[src/rtl/alu_arbiter.sv]
// alu_arbiter: shares one alu_top instance between two requesters.
// Grants round-robin, holds the granted operands on the ALU for SETTLE
// cycles, captures the result, and returns it tagged with the requester id.
// The raw ALU overflow is masked to add/sub, and divide-by-zero is trapped.
module alu_arbiter #(
    parameter int width  = 6,
    parameter int SETTLE = 2
) (
    input  logic               clk,
    input  logic               rst,
    input  logic               req0_valid,
    output logic               req0_ready,
    input  logic [width-1:0]   req0_a,
    input  logic [width-1:0]   req0_b,
    input  logic [1:0]         req0_func,
    input  logic               req1_valid,
    output logic               req1_ready,
    input  logic [width-1:0]   req1_a,
    input  logic [width-1:0]   req1_b,
    input  logic [1:0]         req1_func,
    output logic [width-1:0]   alu_a,
    output logic [width-1:0]   alu_b,
    output logic [1:0]         alu_func,
    input  logic [2*width-1:0] alu_out,
    input  logic               alu_ovf,
    output logic               rsp_valid,
    input  logic               rsp_ready,
    output logic               rsp_id,
    output logic [2*width-1:0] rsp_data,
    output logic               rsp_ovf
);

    localparam int CW = (SETTLE > 1) ? $clog2(SETTLE) : 1;

    localparam logic [1:0] FUNC_DIV = 2'b11;

    typedef enum logic [1:0] {
        IDLE = 2'd0,
        EXEC = 2'd1,
        DONE = 2'd2
    } state_t;

    state_t        state;
    state_t        state_nxt;
    logic          last;      // id granted most recently; the other port wins a tie
    logic          grant;     // port selected this cycle (0 or 1)
    logic          accept;    // a request is taken on the coming edge
    logic          div_zero;  // latched op is a divide by zero
    logic [CW-1:0] cnt;

    // Round-robin selection: on a tie the port not served last wins.
    always_comb begin
        if (req0_valid && req1_valid) begin
            grant = ~last;
        end else begin
            grant = req1_valid;
        end
    end

    assign req0_ready = (state == IDLE) && !grant && req0_valid;
    assign req1_ready = (state == IDLE) &&  grant && req1_valid;
    assign accept     = req0_ready || req1_ready;
    assign div_zero   = (alu_func == FUNC_DIV) && (alu_b == '0);

    // State register; rst aborts any in-flight operation.
    always_ff @(posedge clk or posedge rst) begin
        // NOTE: registers use non-blocking assignments so every flop samples
        // the pre-edge value of its inputs regardless of statement order.
        if (rst) begin
            state <= IDLE;
        end else begin
            state <= state_nxt;
        end
    end

    // Next-state logic for IDLE -> EXEC -> DONE -> IDLE.
    always_comb begin
        // NOTE: the default assignment first keeps every path assigned, so
        // no latch is inferred for state_nxt.
        state_nxt = state;
        unique case (state)
            IDLE: if (accept)        state_nxt = EXEC;
            EXEC: if (cnt == '0)     state_nxt = DONE;
            DONE: if (rsp_ready)     state_nxt = IDLE;
            default:                 state_nxt = IDLE;
        endcase
    end

    // Datapath: operand latch, settle counter, result capture and release.
    always_ff @(posedge clk or posedge rst) begin
        if (rst) begin
            last      <= 1'b1;
            cnt       <= '0;
            alu_a     <= '0;
            alu_b     <= '0;
            alu_func  <= '0;
            rsp_valid <= 1'b0;
            rsp_id    <= 1'b0;
            rsp_data  <= '0;
            rsp_ovf   <= 1'b0;
        end else begin
            unique case (state)
                IDLE: begin
                    // Operands stay on the ALU between ops to avoid toggling.
                    if (accept) begin
                        alu_a    <= grant ? req1_a    : req0_a;
                        alu_b    <= grant ? req1_b    : req0_b;
                        alu_func <= grant ? req1_func : req0_func;
                        rsp_id   <= grant;
                        last     <= grant;
                        cnt      <= CW'(SETTLE - 1);
                    end
                end
                EXEC: begin
                    if (cnt == '0) begin
                        rsp_valid <= 1'b1;
                        if (div_zero) begin
                            rsp_data <= '1;
                            rsp_ovf  <= 1'b1;
                        end else begin
                            rsp_data <= alu_out;
                            rsp_ovf  <= alu_ovf && !alu_func[1];
                        end
                    end else begin
                        cnt <= cnt - 1'b1;
                    end
                end
                DONE: begin
                    if (rsp_ready) begin
                        rsp_valid <= 1'b0;
                    end
                end
                default: ;
            endcase
        end
    end

endmodule

[config.mk]
export PLATFORM = sky130hd
export DESIGN_NAME = alu_arbiter
export DESIGN_NICKNAME = d
export VERILOG_FILES = /design/src/rtl/alu_arbiter.sv
export SDC_FILE = /design/constraint.sdc
export NUM_CORES = 1
export LEC_CHECK = 0
export CAP_MARGIN = 15
export CORE_UTILIZATION = 35
export CTS_CLUSTER_DIAMETER = 40
export DETAILED_ROUTE_END_ITERATION = 8
export PLACE_DENSITY = 0.79
export SLEW_MARGIN = 10
export SYNTH_ARGS = -nofsm -noshare
export SYNTH_HDL_FRONTEND = slang
export SYNTH_SLANG_ARGS = --single-unit
[constraint.sdc]
create_clock -name clk -period 3.2 [get_ports clk]
set_input_delay 0.96 -clock clk [delete_from_list [all_inputs] [get_ports clk]]
set_output_delay 0.96 -clock clk [all_outputs]
set_load 0.05 [all_outputs]
After elaboration in Yosys (flattened, before gate mapping)
Index checks and enable logic that the tools add are counted.

Register bits after elaboration: 33. Input port bits: 46.

Add/sub/neg operators: 1. Eq/ne operators: 6. Mux-type cells: 16. Bitwise gates (word level): 2. Reductions and logical operators: 19.

Operator list (number): $mux 12 (1); $mux 6 (2); $mux 2 (4); $logic_and 1x1->1 (7); $logic_not 6->1 (1); $mux 1 (6); $ne 2x2->1 const B (3); $pmux 2 s3 (1); $reduce_and 2->1 (3); $reduce_and 3->1 (2); $eq 2x2->1 const B (2); $pmux 1 s2 (2); $reduce_bool 2->1 (2); $eq 2x1->1 const B (1); $logic_not 1->1 (2); $logic_not 2->1 (1); $not 1->1 (2); $logic_or 1x1->1 (1); $sub 1x1->1 const B (1).

Logic depth before layout (Yosys ltp)
Gate-level depths: netlist of the first run.

Depth after elaboration: 8. Depth in mapped cells: 5. Depth with buffers taken out: 3.

Worst setup path after synthesis of the first run
No wires, ideal clock.

Path kind: input -> output. Start: in req1_valid. End: out req1_ready. Data arrival time: 2516 ps. Slack: -276 ps. Stages: 4. Buffers on the path: 2. Cell sequence: a21bo_1 -> buf_6 -> buf_12 -> nor3_1.

Longest elaborated chain between the ends: 4.

RTL lines: start, declared (RTL line 16) `input logic req1_valid,`; $logic_and 1x1->1 (RTL line 53) `if (req0_valid && req1_valid) begin`; $mux 1 (RTL line 53); $logic_and 1x1->1 (RTL line 61) `assign req1_ready = (state == IDLE) && grant && req1_valid;`; $logic_and 1x1->1 (*) (RTL line 61); end, declared (RTL line 17) `output logic req1_ready,`.

Every way passes the cells marked *; elsewhere a longest branch is shown, timed or not.

Worst setup path in the final report of the first run
Same ends and word-level chain as after synthesis.

==> out/qor.csv, run 1 <==
metric;value;unit
hold crit path type;reg2reg;
WL/cell;12.4;um
top post-synthesis cells by area;dfrtp_1, mux2_2, mux2_4;
Largest stage delay, worst path;0.51;ns
Overall Global Routing Usage;15.9;%
CP startpoint;req1_valid;
placed cell area;2370;sq um
Mapped Area;1540;sq um
gpl congestion;0.682;
pin count of the biggest net entering global routing;34;
Least-Margin Pin Slew;0.558;ns
cells along the critical path;clkdlybuf4s50_1, a21bo_1, nor3_2, buf_12;
Core ar.;4120;sq um
min cycle time layout;3.12;ns
Initial DRC Count;45;
Pwr per Cell Area;1100;nW/um^2
number of library cell types mapped by synthesis;26;
Syn-to-layout area delta;60.1;%
post-synthesis compound-gate area fraction;9.04;%
dpl cells;256;
Final Routed Wirelength;3260;um
fillcell total;367;
mean post-synth cell area;11.7;sq um
#FFs+latches synth;33;
highest-count cells in the layout ignoring fill and taps;clkdlybuf4s50_1, dfrtp_1, nor2_1;
global-route wire length before repair;5440;um
Power Total;2.70;mW
global route total overflow;0;
arrival time worst endpoint;2.16;ns
post-cts sizing count;0;
cts hold-fix bufs;0;
most common cell after layout, fill and taps aside;clkdlybuf4s50_1;
max frequency;320;MHz
Gate Count Post-Synth;131;
warnings from Yosys;0;
Critical Path Fanout Max;4;
reg2reg setup slack;1.46;ns
Rel. slew slack;62.7;%
I/O pins;77;
Synth Area in Simple Gates;10.7;%
CTS sink cnt;33;
RSZ-0062 raised after global routing;no;
Max stage delay cell, worst path;clkdlybuf4s50_1;
vias per cell;4.72;
share of cells above drive strength 1;22.1;%
MaxCap Viol Count;0;
CTS tree;done;
vias in the first global route;1208;
postcts setup bufs;0;
Final Skew;0.00359;ns
port bufs;76;
Required @ worst endpoint;2.24;ns
standard-cell row count;23;
clk_lat worst skew;0.28;ns
multiplexer area fraction after synthesis;22.5;%
post-synthesis sequential area ratio;53.8;%
Die X;68.3;um
final hold violation count;0;
drt drc;0;
footprint of the multi-input gates;654;sq um
Max Slew Vio Count;0;
outcome;completed;
Non-Filler Instances;263;
initial core utilization;37.3;%
Peak VDD IR;0.429;mV
clock root cell;clkbuf_8;
post-route ant nets;0;
critical path startpoint category;primary input;
Setup Viol. Count Final;0;
Hold Startpoint;rsp_id;
Reg-to-Reg Start;last;
Design Area, Final;2460;sq um
Setup CP Type;in2out;
adder-cell share of the synthesized area;0;%
syn nets;177;
clock buffer depth;2;
part of the cycle the worst path needs;97.6;%
cell taking the most area after synthesis;dfrtp_1;
Hold WS;0.483;ns
Seq. cell area;827;sq um
die area;4660;sq um
initial antenna violation count;0;
DR vias;1241;
setup TNS;0;ns
nets;259;
H-tree levels;2;
hpwl dp;2460;um
Worst-path clk slew;0.06;ns
CP Capture Type;output port;
Num CTS Buffers;5;
Antenna diodes;0;
first-pass iteration count of the detailed router;4;
Die H;68.3;um
largest family of logic cells by synthesized area;multiplexers;
Synth Area in XOR/XNOR;0;%
leakage power;1.04;nW
share of the synthesized area in the top cell type;52.1;%
-- cell type report --
class                   count  area share [%]
clock buffers               7            3.51
repair buffers             81            33.3
multi-input cells          89            26.6
flip-flops and latches     33            33.6
well taps                  50            2.54
inverters                   3           0.458
-- stage by stage --
step                util (%)  worst slack (ns)
finish                  59.8            0.0771
global route            59.8            0.0323
CTS                     59.8            0.0729
detailed placement      57.7            0.0785
global placement        57.7             0.116
floorplan                  -             0.184
-- final timing paths --
path	to	depth (start not counted)
max in group asynchronous	last	3
worst min-delay path	rsp_id	1
min in group asynchronous	alu_b[4]	3
worst max-delay path	req1_ready	4
worst max register to register	alu_func[0]	4
worst min register to register	rsp_id	1
-- report_power, final --
group	total [mW]	switching (mW)	internal [mW]
Clock	0.307	0.136	0.170
Combinational	1.62	0.988	0.635
Sequential	0.769	0.137	0.631
-- synthesized netlist by cell type (all sizes together) --
master	count
nor2b	1
nor3	1
a21o	1
nor3b	1
nor4	1
nand2	1
dfrtp	32
mux2	28
nor2	27
buf	4
nand4	1
a21bo	2
a21oi	15
or3b	1
and3	1
nand2b	2
o21ai	4
clkbuf	2
a31oi	2
inv	3
dfstp	1
-- kinds of logic after synthesis --
kind of cell	Yosys count
AND/OR/NAND/NOR	37
flip-flops	33
multiplexers	28
AO/OA/AOI/OAI	24
buffers and inverters	9
-- worst max-delay path, delay by kind of cell --
family,cells,cell delay [ns]
buffers and inverters,2,0.69
AO/OA/AOI/OAI,1,0.27
AND/OR/NAND/NOR,1,0.23
-- state kept, by name (all words and copies together), names as in the netlist --
register,flops
rsp_ovf,1
state,2
cnt,1
alu_func,2
rsp_id,1
rsp_valid,1
rsp_data,12
alu_b,6
last,1
alu_a,6
-- layer usage --
metal  wire length (um)  track usage [%]  vias to the layer above
li1                   -                -                      610
met4                 29             3.91                        0
met2               1600             26.6                       51
met1               1380             18.8                      576
met3                252             6.67                        4
met5                  0                0                        -
(Power assumes the default switching activity.)
==> run 2, diff against run 1 <==
--- a/config.mk
+++ b/config.mk
@@ -5,6 +5,7 @@
 export SDC_FILE = /design/constraint.sdc
 export NUM_CORES = 1
 export LEC_CHECK = 0
+export ABC_CLOCK_PERIOD_IN_PS = 3200
 export CAP_MARGIN = 15
 export CORE_UTILIZATION = 35
 export CTS_CLUSTER_DIAMETER = 40
==> results of run 2 <==
No change in the layout: final DEF, timing and power equal those of run 1.
